## config.mk

```make
export PLATFORM = sky130hd
export DESIGN_NAME = approx_adder_err_monitor_flat
export DESIGN_NICKNAME = d
export VERILOG_FILES = /design/src/rtl/approx_adder_pkg.sv /design/src/rtl/approx_adder_err_monitor_if.sv /design/src/rtl/approx_adder_core.sv /design/src/rtl/approx_adder_err_monitor.sv /design/src/flat_wrapper.sv
export SDC_FILE = /design/constraint.sdc
export NUM_CORES = 1
export LEC_CHECK = 0
export CAP_MARGIN = 20
export CORE_MARGIN = 5
export CORE_UTILIZATION = 50
export DETAILED_ROUTE_END_ITERATION = 12
export PLACE_DENSITY = 0.74
export SLEW_MARGIN = 20
export SYNTH_ARGS = -nofsm -noshare
export SYNTH_HDL_FRONTEND = slang
export SYNTH_SLANG_ARGS = --single-unit
```

## constraint.sdc

```tcl
create_clock -name clk -period 7.5 [get_ports clk]
set_input_delay 1.125 -clock clk [delete_from_list [all_inputs] [get_ports clk]]
set_output_delay 1.125 -clock clk [all_outputs]
set_load 0.02 [all_outputs]
```

## src/rtl/approx_adder_pkg.sv

```systemverilog
// Shared types and helpers for the approximate adder with error monitor.
// Holds the per-beat approximation mode encoding and a width-generic saturating add.
package approx_adder_pkg;

    typedef enum logic [1:0] {
        MODE_EXACT = 2'd0,
        MODE_TRUNC = 2'd1,
        MODE_LOR   = 2'd2,
        MODE_CSPEC = 2'd3
    } mode_e;

    // Adds inc to acc and clamps the result to the largest w-bit value (w <= 64).
    function automatic logic [63:0] sat_add(input logic [63:0] acc,
                                            input logic [63:0] inc,
                                            input int          w);
        logic [64:0] sum_s;
        logic [64:0] lim_s;
        sum_s = {1'b0, acc} + {1'b0, inc};
        lim_s = (65'd1 << w) - 65'd1;
        if (sum_s > lim_s) begin
            return lim_s[63:0];
        end else begin
            return sum_s[63:0];
        end
    endfunction

endpackage

```

## src/rtl/approx_adder_err_monitor_if.sv

```systemverilog
// Operand-in / result-out valid-ready bus of the approximate adder.
// The master side is the stimulus/capture environment, the slave side is the adder.
interface approx_adder_err_monitor_if #(
    parameter int WIDTH = 16,
    parameter int KW    = $clog2(WIDTH + 1)
);
    logic             in_valid;
    logic             in_ready;
    logic [WIDTH-1:0] a;
    logic [WIDTH-1:0] b;
    logic [KW-1:0]    cfg_k;
    logic [1:0]       cfg_mode;
    logic             out_valid;
    logic             out_ready;
    logic [WIDTH:0]   sum_apx;
    logic [WIDTH:0]   sum_ext;
    logic             err_flag;

    modport master (
        output in_valid, a, b, cfg_k, cfg_mode, out_ready,
        input  in_ready, out_valid, sum_apx, sum_ext, err_flag
    );

    modport slave (
        input  in_valid, a, b, cfg_k, cfg_mode, out_ready,
        output in_ready, out_valid, sum_apx, sum_ext, err_flag
    );
endinterface

```

## src/rtl/approx_adder_core.sv

```systemverilog
// Combinational exact and approximate adder; the low k bits are approximated per mode.
// k is clamped to WIDTH, and k = 0 degenerates to the exact sum in every mode.
module approx_adder_core
    import approx_adder_pkg::*;
#(
    parameter int WIDTH = 16,
    parameter int KW    = $clog2(WIDTH + 1)
) (
    input  logic [WIDTH-1:0] a,
    input  logic [WIDTH-1:0] b,
    input  logic [KW-1:0]    k,
    input  mode_e            mode,
    output logic [WIDTH:0]   sum_apx,
    output logic [WIDTH:0]   sum_ext
);
    logic [KW-1:0]    k_s;
    logic [KW-1:0]    k_m1_s;
    logic [WIDTH:0]   lmask_w_s;
    logic [WIDTH-1:0] lmask_s;
    logic [WIDTH-1:0] a_sh_s;
    logic [WIDTH-1:0] b_sh_s;
    logic             cin_s;
    logic [WIDTH:0]   u_sum_s;
    logic [WIDTH:0]   u_spec_s;

    assign k_s       = (k > KW'(WIDTH)) ? KW'(WIDTH) : k;
    assign k_m1_s    = k_s - {{(KW-1){1'b0}}, 1'b1};
    assign lmask_w_s = ((WIDTH+1)'(1'b1) << k_s) - (WIDTH+1)'(1'b1);
    assign lmask_s   = lmask_w_s[WIDTH-1:0];
    assign a_sh_s    = a >> k_m1_s;
    assign b_sh_s    = b >> k_m1_s;
    // Speculated carry into the upper part comes from the top approximated bit pair only.
    assign cin_s     = (k_s != {KW{1'b0}}) & a_sh_s[0] & b_sh_s[0];
    assign u_sum_s   = {1'b0, a & ~lmask_s} + {1'b0, b & ~lmask_s};
    assign u_spec_s  = u_sum_s + ((WIDTH+1)'(cin_s) << k_s);
    assign sum_ext   = {1'b0, a} + {1'b0, b};

    // Select the approximate result for the requested mode.
    always_comb begin
        sum_apx = sum_ext;
        case (mode)
            MODE_EXACT: sum_apx = sum_ext;
            MODE_TRUNC: sum_apx = u_sum_s;
            MODE_LOR:   sum_apx = u_sum_s | {1'b0, (a | b) & lmask_s};
            MODE_CSPEC: sum_apx = u_spec_s;
            default:    sum_apx = sum_ext;
        endcase
    end

endmodule

```

## src/rtl/approx_adder_err_monitor.sv

```systemverilog
// Two-stage pipelined approximate adder with on-chip running error statistics.
// S1 captures the beat with its own cfg, S2 captures both sums; counters saturate.
module approx_adder_err_monitor
    import approx_adder_pkg::*;
#(
    parameter int WIDTH = 16,
    parameter int KW    = $clog2(WIDTH + 1),
    parameter int CNT_W = 32,
    parameter int ACC_W = 40
) (
    input  logic                clk,
    input  logic                rst,
    approx_adder_err_monitor_if.slave bus,
    input  logic                stat_clr,
    output logic [CNT_W-1:0]    stat_n,
    output logic [CNT_W-1:0]    stat_nerr,
    output logic [ACC_W-1:0]    stat_abs,
    output logic [WIDTH:0]      stat_max
);
    logic             s1_v_q, s1_v_d;
    logic [WIDTH-1:0] s1_a_q, s1_a_d, s1_b_q, s1_b_d;
    logic [KW-1:0]    s1_k_q, s1_k_d;
    mode_e            s1_mode_q, s1_mode_d;
    logic             s2_v_q, s2_v_d;
    logic [WIDTH:0]   s2_apx_q, s2_apx_d, s2_ext_q, s2_ext_d;
    logic             s2_err_q, s2_err_d;
    logic [CNT_W-1:0] n_q, n_d, nerr_q, nerr_d;
    logic [ACC_W-1:0] abs_q, abs_d;
    logic [WIDTH:0]   max_q, max_d;
    logic             s2_adv_s, s1_adv_s, xfer_s;
    logic [WIDTH:0]   core_apx_s, core_ext_s, e_s;

    assign s2_adv_s     = ~s2_v_q | bus.out_ready;
    assign s1_adv_s     = ~s1_v_q | s2_adv_s;
    assign xfer_s       = s2_v_q & bus.out_ready;
    assign e_s          = s2_ext_q - s2_apx_q;
    assign bus.in_ready = ~rst & s1_adv_s;
    assign bus.out_valid = s2_v_q;
    assign bus.sum_apx  = s2_apx_q;
    assign bus.sum_ext  = s2_ext_q;
    assign bus.err_flag = s2_err_q;
    assign stat_n       = n_q;
    assign stat_nerr    = nerr_q;
    assign stat_abs     = abs_q;
    assign stat_max     = max_q;

    approx_adder_core #(.WIDTH(WIDTH), .KW(KW)) u_core (
        .a       (s1_a_q),
        .b       (s1_b_q),
        .k       (s1_k_q),
        .mode    (s1_mode_q),
        .sum_apx (core_apx_s),
        .sum_ext (core_ext_s)
    );

    // Pipeline next state: each stage advances when the stage after it can take its content.
    always_comb begin
        s1_v_d = s1_v_q; s1_a_d = s1_a_q; s1_b_d = s1_b_q; s1_k_d = s1_k_q; s1_mode_d = s1_mode_q;
        s2_v_d = s2_v_q; s2_apx_d = s2_apx_q; s2_ext_d = s2_ext_q; s2_err_d = s2_err_q;
        if (s1_adv_s) begin
            s1_v_d    = bus.in_valid;
            s1_a_d    = bus.a;
            s1_b_d    = bus.b;
            s1_k_d    = bus.cfg_k;
            s1_mode_d = mode_e'(bus.cfg_mode);
        end else begin
            s1_v_d = s1_v_q;
        end
        if (s2_adv_s && s1_v_q) begin
            s2_v_d   = 1'b1;
            s2_apx_d = core_apx_s;
            s2_ext_d = core_ext_s;
            s2_err_d = (core_apx_s != core_ext_s);
        end else if (s2_adv_s) begin
            s2_v_d = 1'b0;
        end else begin
            s2_v_d = s2_v_q;
        end
    end

    // Statistics next state: a clear restarts from the concurrent transfer, if any.
    always_comb begin
        n_d = n_q; nerr_d = nerr_q; abs_d = abs_q; max_d = max_q;
        if (stat_clr) begin
            n_d    = xfer_s ? CNT_W'(1'b1) : {CNT_W{1'b0}};
            nerr_d = xfer_s ? CNT_W'(s2_err_q) : {CNT_W{1'b0}};
            abs_d  = xfer_s ? ACC_W'(sat_add(64'd0, 64'(e_s), ACC_W)) : {ACC_W{1'b0}};
            max_d  = xfer_s ? e_s : {(WIDTH+1){1'b0}};
        end else if (xfer_s) begin
            n_d    = CNT_W'(sat_add(64'(n_q), 64'd1, CNT_W));
            nerr_d = CNT_W'(sat_add(64'(nerr_q), 64'(s2_err_q), CNT_W));
            abs_d  = ACC_W'(sat_add(64'(abs_q), 64'(e_s), ACC_W));
            max_d  = (e_s > max_q) ? e_s : max_q;
        end else begin
            n_d = n_q;
        end
    end

    // State registers with synchronous reset; in-flight beats are dropped on reset.
    always_ff @(posedge clk) begin
        if (rst) begin
            s1_v_q <= 1'b0; s1_a_q <= {WIDTH{1'b0}}; s1_b_q <= {WIDTH{1'b0}};
            s1_k_q <= {KW{1'b0}}; s1_mode_q <= MODE_EXACT;
            s2_v_q <= 1'b0; s2_apx_q <= {(WIDTH+1){1'b0}}; s2_ext_q <= {(WIDTH+1){1'b0}};
            s2_err_q <= 1'b0;
            n_q <= {CNT_W{1'b0}}; nerr_q <= {CNT_W{1'b0}};
            abs_q <= {ACC_W{1'b0}}; max_q <= {(WIDTH+1){1'b0}};
        end else begin
            s1_v_q <= s1_v_d; s1_a_q <= s1_a_d; s1_b_q <= s1_b_d;
            s1_k_q <= s1_k_d; s1_mode_q <= s1_mode_d;
            s2_v_q <= s2_v_d; s2_apx_q <= s2_apx_d; s2_ext_q <= s2_ext_d;
            s2_err_q <= s2_err_d;
            n_q <= n_d; nerr_q <= nerr_d; abs_q <= abs_d; max_q <= max_d;
        end
    end

endmodule

```

## src/flat_wrapper.sv

```systemverilog
// flat-port wrapper written by rule: the top's interface ports become plain ports
module approx_adder_err_monitor_flat import approx_adder_pkg::*;
#(
    parameter int WIDTH = 16,
    parameter int KW    = $clog2(WIDTH + 1),
    parameter int CNT_W = 32,
    parameter int ACC_W = 40
)
  (clk, rst, stat_clr, stat_n, stat_nerr, stat_abs, stat_max, bus_in_valid, bus_a, bus_b, bus_cfg_k, bus_cfg_mode, bus_out_ready, bus_in_ready, bus_out_valid, bus_sum_apx, bus_sum_ext, bus_err_flag);
  approx_adder_err_monitor_if #(.WIDTH(WIDTH), .KW(KW)) bus_i ();
  input  logic clk;
  input  logic rst;
  input  logic stat_clr;
  output logic [CNT_W-1:0] stat_n;
  output logic [CNT_W-1:0] stat_nerr;
  output logic [ACC_W-1:0] stat_abs;
  output logic [WIDTH:0] stat_max;
  input wire logic [$bits(bus_i.in_valid)-1:0] bus_in_valid;
  input wire logic [$bits(bus_i.a)-1:0] bus_a;
  input wire logic [$bits(bus_i.b)-1:0] bus_b;
  input wire logic [$bits(bus_i.cfg_k)-1:0] bus_cfg_k;
  input wire logic [$bits(bus_i.cfg_mode)-1:0] bus_cfg_mode;
  input wire logic [$bits(bus_i.out_ready)-1:0] bus_out_ready;
  output wire logic [$bits(bus_i.in_ready)-1:0] bus_in_ready;
  output wire logic [$bits(bus_i.out_valid)-1:0] bus_out_valid;
  output wire logic [$bits(bus_i.sum_apx)-1:0] bus_sum_apx;
  output wire logic [$bits(bus_i.sum_ext)-1:0] bus_sum_ext;
  output wire logic [$bits(bus_i.err_flag)-1:0] bus_err_flag;
  assign bus_i.in_valid = bus_in_valid;
  assign bus_i.a = bus_a;
  assign bus_i.b = bus_b;
  assign bus_i.cfg_k = bus_cfg_k;
  assign bus_i.cfg_mode = bus_cfg_mode;
  assign bus_i.out_ready = bus_out_ready;
  assign bus_in_ready = bus_i.in_ready;
  assign bus_out_valid = bus_i.out_valid;
  assign bus_sum_apx = bus_i.sum_apx;
  assign bus_sum_ext = bus_i.sum_ext;
  assign bus_err_flag = bus_i.err_flag;
  approx_adder_err_monitor #(.WIDTH(WIDTH), .KW(KW), .CNT_W(CNT_W), .ACC_W(ACC_W)) u_core (.clk(clk), .rst(rst), .bus(bus_i), .stat_clr(stat_clr), .stat_n(stat_n), .stat_nerr(stat_nerr), .stat_abs(stat_abs), .stat_max(stat_max));
endmodule
```

==> run_results.csv <==
group,metric,value,unit
floorplanning,ios,202,
drt,firstDrtPassIters,5,
sta,finalCriticalPeriod,6980,ps
logic_synthesis,ys.flop_type,"dfxtp_1",
layout,fillerInstances,2707,
floorplanning,start_util,0.503,
layout,diodes,0,
floorplanning,die_h,182,um
layout,layout-drive-gt1-share,0.0465,
logic_synthesis,yosys_register_bits,197,
drt,wl_per_cell,19.4,um
drt,viasPerCell,6.15,
layout,final_cell_mix,"nand2_1, a21oi_1, clkdlybuf4s50_1",
logic_synthesis,netlist_instances,1984,
sta,hold_violations,0,
worst_hold_path,hp-class,"reg2reg",
sta,fin_ws,524,ps
placed_design,gp_congestion,1.01,
sta,skew,16.1,ps
sta,fmax,143,MHz
critical_path,critPathLaunchType,"flop",
worst_hold_path,holdPathStages,2,
floorplanning,rows,63,
critical_path,worst_setup_path_end_kind,"flop",
sta,slew_violations,0,
cts,htreeDepth,4,
placed_design,port_buffers,201,
cts,cts_buffers,17,
power,ir_drop,170,uV
critical_path,timing.rr.start,"u_core.s1_k_q[4]$_SDFFE_PP0N_",
placed_design,dp_cells,2487,
cts,cts_root_buf,"clkbuf_16",
sta,worst_pin_slew,1060,ps
layout,final_cells,2519,
floorplanning,core-area,29500,um^2
floorplanning,die_area,33200,um^2
logic_synthesis,synth.top_cell.area_share,0.266,
run,cap_violations,0,
logic_synthesis,yosysWarnings,0,
cts,insertion_delay,450,ps
logic_synthesis,avgSynthCellArea,7.47,um^2
power,p_per_area,174,nW/um^2
logic_synthesis,async_flop_share,0,
cts,postCtsHoldBufs,0,
sta,tns,0,ps
global_routing,grt_use_total,0.280,
critical_path,path_class,"reg2reg",
global_routing,grt_pass1_vias,14200,
logic_synthesis,yosysUniqueCellTypes,91,
sta,rsz0062_at_grt,"false",
drt,ant_nets,0,
cts,cts_max_path_buffers,2,
sta,maxSlewHeadroom,0.290,
layout,final_common_cell,"nand2_1",
critical_path,worstPathMaxFanout,9,
logic_synthesis,synth_nets,2157,
worst_hold_path,hold_start,"u_core.s1_k_q[0]$_SDFFE_PP0N_",
placed_design,dpl.hpwl,37.3,mm
drt,drt_wl_total,48.8,mm
global_routing,overflow,0,
sta,setup_viol,0,
global_routing,grt_pass1_wl,76.5,mm
sta,fin_crit_sh,0.930,
logic_synthesis,yosysTopAreaCell,"dfxtp_1",
drt,via_count,15500,
critical_path,critical_path.startpoint,"u_core.s1_k_q[4]$_SDFFE_PP0N_",
layout,final_nets,2289,
sta,hold-worst-slack,473,ps
drt,drt-initial-drc-count,1607,
floorplanning,die_w,182,um
logic_synthesis,yosysSeqAreaShare,0.266,
critical_path,cp.required,7810,ps
drt,route.detailed.drc,0,
critical_path,crit_arrival,7290,ps
global_routing,antenna_found_initial,0,
power,p_leak,6.57,nW
global_routing,grt_max_degree,77,
logic_synthesis,synth_edf_count,0,
layout,syn_to_final_growth,19.1,%
cts,clkTransAtPathRegs,80,ps
outcome,status,"complete, no violations",
cts,cts.sinks,197,
cts,cts_tree,"built",
placed_design,dpl_worst_slack,396,ps
logic_synthesis,synthTopCellsByArea,"dfxtp_1, ha_1, a21oi_1, nand2_1, nor2_1",
critical_path,worst-r2r-cell-count,23,
logic_synthesis,syn_area,14800,um^2
## final timing paths
check / end / slack, ps
setup / recovery: u_core.bus.err_flag$_SDFFE_PP0P_ / 520
hold / removal: u_core.s1_k_q[0]$_SDFFE_PP0N_ / 470
setup reg to reg: u_core.bus.err_flag$_SDFFE_PP0P_ / 520
hold reg to reg: u_core.s1_k_q[0]$_SDFFE_PP0N_ / 470
## worst max-delay path, cell delays in order, from the launching register on
cell and delay (ps):
dfxtp_1 440, inv_1 100, nand2_1 230, ha_2 390
nand2_1 90, ha_1 320, or4b_2 650, a21boi_0 270
nor3_1 90, ha_1 400, o211a_1 180, or3b_1 380
a31oi_1 350, ha_1 360, a21oi_1 220, nand2_1 70
o21ai_1 320, a21oi_1 180, o31ai_2 390, o21ai_0 160
o31a_1 360, a311o_1 380, a2111oi_2 340, a41oi_1 160
## per-stage QoR
| step | util | power [W] | instance area, um^2 |
|---|---|---|---|
| final | 0.599 | 0.00307 | 17700 |
| after global routing | 0.599 | 0.00322 | 17700 |
| after CTS | 0.598 | 0.00307 | 17600 |
| after detailed placement | 0.577 | 0.00211 | 17000 |
| after global placement | 0.577 | 0.00209 | 17000 |
| after floorplan | - | 0.00183 | 14800 |
## flip-flops by register name (all words and copies together) (netlist names)
signal,flops
u_core.stat_n,32
u_core.bus.err_flag,1
u_core.bus.sum_ext,17
u_core.s1_b_q,16
u_core.bus.sum_apx,17
u_core.stat_abs,40
u_core.stat_nerr,32
u_core.bus.out_valid,1
u_core.s1_v_q,1
u_core.s1_mode_q,2
u_core.stat_max,17
u_core.s1_k_q,5
u_core.s1_a_q,16
## Yosys cell counts, drive strengths merged, types with 14 or more instances
cell type and n:
a211oi 35, a21o 29, a21oi 207, a22oi 16, a311oi 27, a31oi 37
and2 34, and3 27, buf 26, clkbuf 79, dfxtp 197, ha 124
inv 105, nand2 230, nand2b 20, nand3 62, nand4 16, nor2 192
nor2b 15, nor3 78, nor4 14, o21a 16, o21ai 97, o31ai 15
or3 19, xnor2 40, xor2 41
## logic make-up after synthesis
| logic type | after synthesis | share of synthesized area |
|---|---|---|
| DFF | 197 | 0.266 |
| buffers and inverters | 211 | 0.0559 |
| and+or+nand+nor | 754 | 0.244 |
| adders and majority gates | 129 | 0.111 |
| muxes | 15 | 0.0111 |
| AOI/OAI and AO/OA | 597 | 0.263 |
| xor gates and xnor gates | 81 | 0.0479 |
## routing by layer
| metal | track usage | wire [um] | vias to the layer above |
|---|---|---|---|
| li1 | - | - | 7447 |
| met2 | 0.463 | 23000 | 651 |
| met3 | 0.0427 | 3130 | 105 |
| met4 | 0.114 | 2000 | 0 |
| met5 | 0 | 0 | - |
| met1 | 0.367 | 20700 | 7295 |
## power by group
group | switching (W) | internal (W) | leakage [nW]
clock | 0.000456 | 0.000504 | 0.289
combinational | 0.000585 | 0.000396 | 4.67
sequential | 0.0000477 | 0.00108 | 1.60
total | 0.00109 | 0.00198 | 6.57
## area by class of cell
| cell class | instances | area (um^2) | area share |
|---|---|---|---|
| repair buffers | 218 | 2140 | 0.121 |
| well taps | 390 | 488 | 0.0276 |
| clock buffers | 18 | 429 | 0.0243 |
| clock inverters | 14 | 174 | 0.00985 |
| multi-input cells | 1576 | 10100 | 0.571 |
| inverters | 106 | 398 | 0.0225 |
| flip-flops and latches | 197 | 3940 | 0.223 |
## what timing repair did
item | CTS | global route
setup endpoints to repair | 0 | 1
resized for setup | 0 | 4
setup buffers | 0 | 0
Note: power is estimated with default switching activity, not from simulation.
